$ cat config.mk
export PLATFORM = sky130hd
export DESIGN_NAME = timer_sequencer
export DESIGN_NICKNAME = d
export VERILOG_FILES = /design/src/rtl/timer_pkg.sv /design/src/rtl/timer_prescaler.sv /design/src/rtl/timer_sequencer.sv
export SDC_FILE = /design/constraint.sdc
export NUM_CORES = 1
export LEC_CHECK = 0
export ABC_AREA = 1
export BUFFER_PORTS_ARGS = -buffer_cell sky130_fd_sc_hd__buf_2
export CORE_UTILIZATION = 25
export CTS_CLUSTER_SIZE = 40
export DETAILED_ROUTE_END_ITERATION = 10
export PLACE_DENSITY = 0.46
export SYNTH_ARGS = -nofsm -noshare
export SYNTH_HDL_FRONTEND = slang
export SYNTH_HIERARCHICAL = 1
export SYNTH_SLANG_ARGS = --single-unit
$ cat constraint.sdc
create_clock -name CLOCK_50 -period 2.9 [get_ports CLOCK_50]
set_input_delay 0.29 -clock CLOCK_50 [delete_from_list [all_inputs] [get_ports CLOCK_50]]
set_output_delay 0.29 -clock CLOCK_50 [all_outputs]
set_load 0.02 [all_outputs]
$ cat src/rtl/timer_pkg.sv
// Shared state encoding, BCD limits and preset clamp for the 60-second timer sequencer.
package timer_pkg;

    typedef enum logic [1:0] {
        IDLE    = 2'd0,
        RUN     = 2'd1,
        PAUSE   = 2'd2,
        EXPIRED = 2'd3
    } timer_state_e;

    localparam logic [3:0] MAX_TENS = 4'd5;
    localparam logic [3:0] MAX_ONES = 4'd9;

    typedef struct packed {
        logic [3:0] tens;
        logic [3:0] ones;
    } bcd2_t;

    // Any digit outside the 00..59 range forces the full 59 limit.
    function automatic bcd2_t clamp_preset(input logic [3:0] tens, input logic [3:0] ones);
        bcd2_t v;
        if (tens > MAX_TENS || ones > MAX_ONES) begin
            v.tens = MAX_TENS;
            v.ones = MAX_ONES;
        end else begin
            v.tens = tens;
            v.ones = ones;
        end
        return v;
    endfunction

endpackage

$ cat src/rtl/timer_prescaler.sv
// Modulo-DIV tick prescaler: counts 0..DIV-1 while run is high, holds otherwise, zeroed by clr.
module timer_prescaler #(
    parameter int DIV = 10
) (
    input  logic CLOCK_50,
    input  logic Reset,
    input  logic clr,
    input  logic run,
    output logic done
);

    localparam int W = (DIV > 1) ? $clog2(DIV) : 1;
    localparam logic [W-1:0] LAST = W'(DIV - 1);

    logic [W-1:0] cnt_q;
    logic [W-1:0] cnt_d;

    always_comb begin
        cnt_d = cnt_q;
        if (clr) begin
            cnt_d = '0;
        end else if (run) begin
            cnt_d = (cnt_q == LAST) ? '0 : cnt_q + 1'b1;
        end
    end

    always_ff @(posedge CLOCK_50) begin
        if (Reset) begin
            cnt_q <= '0;
        end else begin
            cnt_q <= cnt_d;
        end
    end

    assign done = run && !clr && (cnt_q == LAST);

endmodule

$ cat src/rtl/timer_sequencer.sv
// Start/stop/clear sequencer for the 60 s BCD timer: count enable, load strobe, terminal detect.
// Define TIMER_ALARM_EN to build the blinking alarm output in EXPIRED; otherwise alarm is 0.
//
//   state   | meaning
//   IDLE    | stopped, prescaler cleared, waiting for start
//   RUN     | prescaler counting, tick_en each period until terminal count
//   PAUSE   | prescaler frozen, partial period kept
//   EXPIRED | terminal count reached, waiting for start or clear
module timer_sequencer
    import timer_pkg::*;
#(
    parameter int CLK_HZ  = 50_000_000,
    parameter int TICK_HZ = 1
`ifdef TIMER_ALARM_EN
    ,
    parameter int BLINK_TICKS = 2
`endif
) (
    input  logic       CLOCK_50,
    input  logic       Reset,
    input  logic       start_stop,
    input  logic       clear,
    input  logic       dir_down,
    input  logic [3:0] preset_tens,
    input  logic [3:0] preset_ones,
    input  logic [3:0] cnt_tens,
    input  logic [3:0] cnt_ones,
    output logic       tick_en,
    output logic       cnt_dir,
    output logic       cnt_load,
    output logic [3:0] load_tens,
    output logic [3:0] load_ones,
    output logic       running,
    output logic       expired,
    output logic       alarm
);

    localparam int DIV = CLK_HZ / TICK_HZ;

    logic [1:0]   ss_sync_q;
    logic         ss_prev_q;
    logic         ss_edge_q;
    logic [1:0]   clr_sync_q;
    logic         clr_prev_q;
    logic         clr_edge_q;

    timer_state_e state_q;
    logic         tick_en_q;
    logic         cnt_load_q;
    logic         cnt_dir_q;
    logic [3:0]   load_tens_q;
    logic [3:0]   load_ones_q;
    logic         running_q;
    logic         expired_q;

    bcd2_t        preset_c;
    bcd2_t        load_val;
    logic         load_dir;
    logic         at_term;
    logic         pre_clr;
    logic         pre_run;
    logic         pre_done;

    always_ff @(posedge CLOCK_50) begin
        if (Reset) begin
            ss_sync_q  <= '0;
            ss_prev_q  <= 1'b0;
            ss_edge_q  <= 1'b0;
            clr_sync_q <= '0;
            clr_prev_q <= 1'b0;
            clr_edge_q <= 1'b0;
        end else begin
            ss_sync_q  <= {ss_sync_q[0], start_stop};
            ss_prev_q  <= ss_sync_q[1];
            ss_edge_q  <= ss_sync_q[1] & ~ss_prev_q;
            clr_sync_q <= {clr_sync_q[0], clear};
            clr_prev_q <= clr_sync_q[1];
            clr_edge_q <= clr_sync_q[1] & ~clr_prev_q;
        end
    end

    // dir_down is only honoured while stopped; afterwards the latched direction rules.
    assign preset_c = clamp_preset(preset_tens, preset_ones);
    assign load_dir = (state_q == IDLE) ? dir_down : cnt_dir_q;
    assign load_val = load_dir ? preset_c : '0;
    assign at_term  = cnt_dir_q ? (cnt_tens == 4'd0 && cnt_ones == 4'd0)
                                : (cnt_tens == preset_c.tens && cnt_ones == preset_c.ones);

`ifdef TIMER_ALARM_EN
    assign pre_run = (state_q == RUN) || (state_q == EXPIRED);
    assign pre_clr = (state_q == IDLE);
`else
    assign pre_run = (state_q == RUN);
    assign pre_clr = (state_q == IDLE) || (state_q == EXPIRED);
`endif

    timer_prescaler #(
        .DIV(DIV)
    ) u_prescaler (
        .CLOCK_50(CLOCK_50),
        .Reset   (Reset),
        .clr     (pre_clr),
        .run     (pre_run),
        .done    (pre_done)
    );

    always_ff @(posedge CLOCK_50) begin
        if (Reset) begin
            state_q     <= IDLE;
            tick_en_q   <= 1'b0;
            cnt_load_q  <= 1'b0;
            cnt_dir_q   <= 1'b0;
            load_tens_q <= 4'd0;
            load_ones_q <= 4'd0;
            running_q   <= 1'b0;
            expired_q   <= 1'b0;
        end else begin
            tick_en_q  <= 1'b0;
            cnt_load_q <= 1'b0;
            if (clr_edge_q) begin
                state_q     <= IDLE;
                running_q   <= 1'b0;
                expired_q   <= 1'b0;
                cnt_load_q  <= 1'b1;
                load_tens_q <= load_val.tens;
                load_ones_q <= load_val.ones;
            end else begin
                case (state_q)
                    IDLE: begin
                        if (ss_edge_q) begin
                            state_q     <= RUN;
                            running_q   <= 1'b1;
                            cnt_dir_q   <= dir_down;
                            cnt_load_q  <= 1'b1;
                            load_tens_q <= load_val.tens;
                            load_ones_q <= load_val.ones;
                        end
                    end
                    RUN: begin
                        if (ss_edge_q) begin
                            state_q   <= PAUSE;
                            running_q <= 1'b0;
                        end else if (pre_done) begin
                            if (at_term) begin
                                state_q   <= EXPIRED;
                                running_q <= 1'b0;
                                expired_q <= 1'b1;
                            end else begin
                                tick_en_q <= 1'b1;
                            end
                        end
                    end
                    PAUSE: begin
                        if (ss_edge_q) begin
                            state_q   <= RUN;
                            running_q <= 1'b1;
                        end
                    end
                    EXPIRED: begin
                        if (ss_edge_q) begin
                            state_q   <= IDLE;
                            expired_q <= 1'b0;
                        end
                    end
                    default: begin
                        state_q   <= IDLE;
                        running_q <= 1'b0;
                        expired_q <= 1'b0;
                    end
                endcase
            end
        end
    end

`ifdef TIMER_ALARM_EN
    localparam int BW = (BLINK_TICKS > 1) ? $clog2(BLINK_TICKS) : 1;
    localparam logic [BW-1:0] BLINK_LAST = BW'(BLINK_TICKS - 1);

    logic          enter_exp;
    logic          leave_exp;
    logic [BW-1:0] blink_cnt_q;
    logic          alarm_q;

    assign enter_exp = (state_q == RUN) && !clr_edge_q && !ss_edge_q && pre_done && at_term;
    assign leave_exp = (state_q == EXPIRED) && (clr_edge_q || ss_edge_q);

    // The prescaler wraps on the entry edge, so blink periods line up with whole ticks.
    always_ff @(posedge CLOCK_50) begin
        if (Reset) begin
            blink_cnt_q <= '0;
            alarm_q     <= 1'b0;
        end else if (enter_exp) begin
            blink_cnt_q <= '0;
            alarm_q     <= 1'b1;
        end else if (state_q != EXPIRED || leave_exp) begin
            blink_cnt_q <= '0;
            alarm_q     <= 1'b0;
        end else if (pre_done) begin
            if (blink_cnt_q == BLINK_LAST) begin
                blink_cnt_q <= '0;
                alarm_q     <= ~alarm_q;
            end else begin
                blink_cnt_q <= blink_cnt_q + 1'b1;
            end
        end
    end

    assign alarm = alarm_q;
`else
    assign alarm = 1'b0;
`endif

    assign tick_en   = tick_en_q;
    assign cnt_load  = cnt_load_q;
    assign cnt_dir   = cnt_dir_q;
    assign load_tens = load_tens_q;
    assign load_ones = load_ones_q;
    assign running   = running_q;
    assign expired   = expired_q;

endmodule

==> reports/qor.csv, run 1 <==
stage;metric;value;unit
run_status;run status;completed;
floorplan;die height;105.8;um
critical_path;category of the critical setup timing path;reg -> reg;
placed_design;gp weighted congestion;0.8050;
global_routing;global-route wire length before repair;10450;um
placed_design;half-perimeter wire length after detailed placement;4845;um
global_routing;grt total ovfl;0;
layout;area growth from synthesis to layout;15.23;%
synthesis;post-synthesis sequential element count;49;
sta;RSZ-0062 raised after global routing;false;
cts;maximum level of the CTS H-tree;2;
sta;Worst slew margin;0.6087;
synthesis;part of the Yosys area used for sequential elements;0.3641;
critical_path;nature of the critical path endpoint;register;
sta;final clock period utilization by the worst path;0.7393;
sta;setup skew after layout;0.008954;ns
floorplan;Placeable Area;0.01037;sq mm
hold_path;worst hold-check path type;in -> reg;
floorplan;total die area;0.01119;sq mm
sta;setup tns final;0;ns
cts;clk slew on worst S/H paths;0.10;ns
cts;clock latency on the worst-skew pair;0.31;ns
sta;total setup violations reported at the end of the flow;0;
drt;number of DRC violations after detailed-routing iteration 0;96;
drt;Detailed Route WL;6218;um
critical_path;data required time of the critical path;3.11;ns
layout;fraction of layout instances using a drive strength above 1;0.1544;
cts;Hold-fix buffers, CTS;0;
floorplan;number of I/O pins;35;
sta;peak clock frequency supported by timing;466.4;MHz
drt;Detail Route Antenna Nets;0;
layout;most frequent cells in the layout;sky130_fd_sc_hd__nand2_1, sky130_fd_sc_hd__nor2_1, sky130_fd_sc_hd__inv_1;
sta;max-slew violation count;0;
drt;DRC;0;
sta;Tmin final;2.144;ns
global_routing;number of global-route vias before repair;2278;
layout;Filler Cells Inserted;1171;
layout;n_diodes;0;
drt;Via Count;2437;
sta;measured slew at the worst slew-check pin;0.5848;ns
cts;number of buffers created by CTS;5;
global_routing;largest net degree at the start of global routing;20;
synthesis;number of unique standard cell types used by synthesis;34;
synthesis;area fraction of the dominant cell type after synthesis;0.3641;
run;Max-Cap Viols;0;
sta;smallest setup slack after layout;0.7559;ns
layout;NumNets Final;461;
synthesis;Gate Count Post-Synth;397;
cts;PostCTS Resize Cnt;0;
critical_path;setup slack of the worst register-to-register path;0.76;ns
cts;setup fix buffers added after clock tree synthesis;0;
global_routing;number of antenna violations at the first check in global routing;0;
power_and_ir_drop;areal power density over the cells;402.3;mW/mm^2
power_and_ir_drop;worst-case vdd ir drop;218.6;uV
drt;routed wirelength normalized by instance count;10.91;um
global_routing;gr usage total;0.1161;
drt;via-per-instance ratio;4.275;
synthesis;Avg Cell Area, Syn;6.785;sq um
drt;router iterations before antenna repair;5;
critical_path;critical path startpoint category;register;
power_and_ir_drop;leakage;0.001279;uW
synthesis;cell types occupying the most area after synthesis;sky130_fd_sc_hd__dfxtp_1, sky130_fd_sc_hd__nand2_1, sky130_fd_sc_hd__nor2_1;
placed_design;Setup Slack @ Placement;0.8231;ns
sta;number of hold-slack violations in the final timing report;0;
cts;# clock sinks;49;
floorplan;initial standard-cell utilization of the core;0.2598;
critical_path;crit path DAT;2.36;ns
synthesis;netlist area before placement;0.002694;sq mm
synthesis;leading area contributor after synthesis;sky130_fd_sc_hd__dfxtp_1;
synthesis;Synth Net Count;425;
synthesis;count of yosys warnings during synthesis;6;
floorplan;DIE WIDTH;105.8;um
cts;maximum count of clock buffers along a single path;2;
floorplan;row cnt;37;
cts;CTS tree;done;
cts;library cell used as clock root buffer;sky130_fd_sc_hd__clkbuf_8;
critical_path;worst-path fanout max;12;
placed_design;IO buf count;33;
stage by stage:
| stage | hold WS, ns | util | area [sq um] | std cells | power, uW |
|---|---|---|---|---|---|
| floorplan | 0.3728 | - | 2694 | 397 | 777.4 |
| global placement | 0.3771 | 0.2899 | 3007 | 562 | 817.4 |
| detailed placement | 0.3822 | 0.2899 | 3007 | 562 | 818.0 |
| CTS | 0.1626 | 0.2993 | 3104 | 570 | 1268 |
| global route | 0.1596 | 0.2993 | 3104 | 570 | 1312 |
| finish | 0.1719 | 0.2993 | 3104 | 570 | 1249 |
flip-flops by register name, indices dropped and copies added (netlist names):
name,cells
clr_edge_q,1
clr_prev_q,1
clr_sync_q,2
cnt_dir,1
cnt_load,1
expired,1
load_ones,4
load_tens,4
running,1
ss_edge_q,1
ss_prev_q,1
ss_sync_q,2
state_q,2
tick_en,1
u_prescaler/cnt_q,26
power by group:
group          switching [uW]  internal, uW
clock                     266           181
sequential               5.28           682
combinational            73.6          40.9
total                     345           904
cells in the mapped netlist (all sizes together):
library cell / number
nor3: 3
a21oi: 18
mux2: 1
mux2i: 1
or2: 1
o21ai: 5
xor2: 7
xnor2: 4
o22ai: 1
nand4: 15
a31oi: 1
nand2: 84
conb: 1
nand3: 42
buf: 3
dfxtp: 49
nor4: 1
a22oi: 1
nor2: 89
clkbuf: 3
o21a: 1
inv: 59
ha: 7
cells by family after synthesis:
logic type / share of synthesized area
simple gates: 0.4008
buf+inv: 0.09614
flops: 0.3641
compound gates: 0.06131
xor+xnor: 0.03576
fa+ha+maj: 0.03251
mux: 0.007896
other cells: 0.001392
critical path: stages, from the launching register on:
cell and delay (ns):
sky130_fd_sc_hd__dfxtp_1 0.40, sky130_fd_sc_hd__ha_1 0.16, sky130_fd_sc_hd__nand3_1 0.11, sky130_fd_sc_hd__inv_1 0.12, sky130_fd_sc_hd__nand2_1 0.08, sky130_fd_sc_hd__nor2_1 0.12, sky130_fd_sc_hd__nand3_2 0.25, sky130_fd_sc_hd__nor2_1 0.27
sky130_fd_sc_hd__or2_2 0.16, sky130_fd_sc_hd__nand2_1 0.04, sky130_fd_sc_hd__inv_1 0.08, sky130_fd_sc_hd__nand3_2 0.09, sky130_fd_sc_hd__o21ai_1 0.12, sky130_fd_sc_hd__inv_1 0.05
path summary, 6_finish.rpt:
check / depth (start not counted) / start / to
setup / recovery: 13 / u_prescaler/cnt_q[1] / state_q[0]
hold / removal: 3 / clear / clr_sync_q[0]
setup reg to reg: 13 / u_prescaler/cnt_q[1] / state_q[0]
hold reg to reg: 1 / ss_prev_q / ss_edge_q
metal layers:
layer / GRT usage / up-vias / wire [um]
met2: 0.1942 / 20 / 2870
met4: 0.03671 / 0 / 67
met3: 0.02226 / 4 / 148
met1: 0.1495 / 1092 / 3132
met5: 0 / - / 0
li1: - / 1321 / -
cell type report:
| cell class | instances | area, sq um | share of cell area |
|---|---|---|---|
| Clock inverter | 3 | 28.78 | 0.009270 |
| Inverter | 59 | 221.5 | 0.07134 |
| Tap cell | 136 | 170.2 | 0.05482 |
| Sequential cell | 49 | 980.9 | 0.3160 |
| Timing Repair Buffer | 35 | 180.2 | 0.05804 |
| Multi-Input combinational cell | 283 | 1454 | 0.4684 |
| Clock buffer | 5 | 68.82 | 0.02217 |
(Power assumes the default switching activity.)
==> run 2, diff against run 1 <==
Clock period 2.9 ns to 2.1 ns, I/O delays scaled along.
==> run 2 against run 1 <==
  * Critical path depth unchanged
  * Design area increased by 0.97%
  * Sequential cell count is the same
  * Maximum frequency increased by 19%
  * Cell count is 0.70% higher
  * Clock power up 37%
  * Non-clock buffer count increased by 4
  * Sequential share of layout area down 0.30 points
  * Critical path type unchanged
==> reports/qor.csv, run 2 (synthesis results as in run 1) <==
stage;metric;value;unit
cts;PostCTS Resize Cnt;0;
critical_path;crit path cell chain;ha_1 > nand3_1 > inv_1 > nand2_1 > nor2_1 > nand3_2 > nor2_1 > or2_2 > nand2_1 > inv_1 > nand3_2 > o21ai_1 > inv_1;
cts;setup fix buffers added after clock tree synthesis;0;
placed_design;IO buf count;33;
critical_path;cell with the biggest individual delay on the critical path;sky130_fd_sc_hd__dfxtp_1;
sta;peak clock frequency supported by timing;554.3;MHz
critical_path;critical path startpoint;u_prescaler/cnt_q[1];
hold_path;Hold Crit Endpoint;clr_sync_q[0];
floorplan;die height;105.8;um
critical_path;CP max stage delay;0.40;ns
floorplan;DIE WIDTH;105.8;um
layout;Post-Route Utilization;0.3022;
power_and_ir_drop;worst-case vdd ir drop;324.1;uV
layout;register with the most flip-flops;u_prescaler/cnt_q;
global_routing;grt total ovfl;0;
placed_design;half-perimeter wire length after detailed placement;4997;um
critical_path;data required time of the critical path;2.31;ns
layout;n_diodes;0;
critical_path;setup slack of the worst register-to-register path;0.30;ns
cts;clock latency on the worst-skew pair;0.31;ns
layout;Filler Cells Inserted;1189;
critical_path;worst-path fanout max;4;
drt;routed wirelength normalized by instance count;11.30;um
global_routing;global-route wire length before repair;11090;um
layout;most frequent cells in the layout;sky130_fd_sc_hd__nand2_1, sky130_fd_sc_hd__nor2_1, sky130_fd_sc_hd__inv_1;
global_routing;largest net degree at the start of global routing;20;
run_status;run status;completed;
cts;# clock sinks;49;
drt;router iterations before antenna repair;4;
drt;via-per-instance ratio;4.282;
cts;maximum level of the CTS H-tree;2;
sta;setup skew after layout;0.003716;ns
critical_path;end of the worst register-to-register path;state_q[0];
cts;Hold-fix buffers, CTS;0;
global_routing;number of global-route vias before repair;2276;
hold_path;instance count along the most critical hold path;3;
layout;multi-input combinational cell area;0.001454;sq mm
layout;fraction of layout instances using a drive strength above 1;0.1621;
cts;number of buffers created by CTS;5;
cts;maximum count of clock buffers along a single path;2;
power_and_ir_drop;areal power density over the cells;549.5;mW/mm^2
floorplan;initial standard-cell utilization of the core;0.2598;
floorplan;Placeable Area;0.01037;sq mm
drt;Detail Route Antenna Nets;0;
placed_design;gp weighted congestion;0.8639;
sta;final clock period utilization by the worst path;0.8591;
critical_path;nature of the critical path endpoint;register;
critical_path;reg2reg path depth;13;
critical_path;critical path startpoint category;register;
cts;library cell used as clock root buffer;sky130_fd_sc_hd__clkbuf_8;
drt;DRC;0;
sta;RSZ-0062 raised after global routing;false;
drt;Via Count;2458;
floorplan;number of I/O pins;35;
global_routing;number of antenna violations at the first check in global routing;0;
drt;number of DRC violations after detailed-routing iteration 0;117;
critical_path;cell occurring most often along the worst timing path;sky130_fd_sc_hd__inv_1;
layout;NumNets Final;465;
run;Max-Cap Viols;0;
floorplan;total die area;0.01119;sq mm
layout;area growth from synthesis to layout;16.35;%
sta;total setup violations reported at the end of the flow;0;
sta;number of hold-slack violations in the final timing report;0;
layout;Largest register FFs;26;
power_and_ir_drop;leakage;0.001298;uW
floorplan;row cnt;37;
critical_path;reg2reg start;u_prescaler/cnt_q[1];
critical_path;crit path DAT;2.02;ns
cts;CTS tree;done;
global_routing;gr usage total;0.1248;
hold_path;worst hold-check path type;in -> reg;
critical_path;category of the critical setup timing path;reg -> reg;
sta;Tmin final;1.804;ns
sta;max-slew violation count;0;
cts;clk slew on worst S/H paths;0.10;ns
drt;Detailed Route WL;6488;um
sta;setup tns final;0;ns
layout;sequential cell area in the final layout;980.9;sq um
hold_path;beginning of the worst hold path;clear;
## run 2: per-stage QoR
step	area (sq um)	setup slack, ns	std cells	power [uW]	hold WS, ns
2_1_floorplan	2694	0.1360	397	1074	0.3170
3_3_place_gp	3037	0.3832	566	1133	0.3799
3_5_place_dp	3037	0.3280	566	1132	0.3816
4_1_cts	3134	0.3029	574	1754	0.08085
5_1_grt	3134	0.06615	574	1823	0.08078
6_report	3134	0.2958	574	1722	0.09197
## run 2: critical path, delay by kind of cell (launching register included)
| family | cells | cell delay (ns) |
|---|---|---|
| AOI/OAI and AO/OA | 1 | 0.13 |
| adders and majority gates | 1 | 0.17 |
| buffers and inverters | 3 | 0.23 |
| DFF | 1 | 0.40 |
| and+or+nand+nor | 8 | 0.77 |
## run 2: layer usage
metal / track usage / wire [um] / vias up
li1: - / - / 1328
met2: 0.2073 / 2987 / 29
met3: 0.01917 / 163 / 4
met4: 0.03869 / 87 / 0
met5: 0 / 0 / -
met1: 0.1651 / 3249 / 1097
## run 2: report_power, final
group          switching (uW)  internal, uW
Sequential               7.40           942
Clock                     360           252
Combinational             102          59.3
## run 2: worst max path at each step
stage | to | slack [ns] | depth (start not counted)
after floorplan | state_q[0] | 0.14 | 13
after global routing | state_q[1] | 0.07 | 14
after CTS | state_q[0] | 0.30 | 13
after global placement | u_prescaler/cnt_q[16] | 0.38 | 8
final | state_q[0] | 0.30 | 13
after detailed placement | state_q[0] | 0.33 | 13
## run 2: area by class of cell
class,instances,share of cell area
sequential,49,0.3130
clock buffer,5,0.02196
multi-input combinational,283,0.4639
timing repair buffer,39,0.06707
clock inverter,3,0.009182
inverter,59,0.07066
tap,136,0.05429
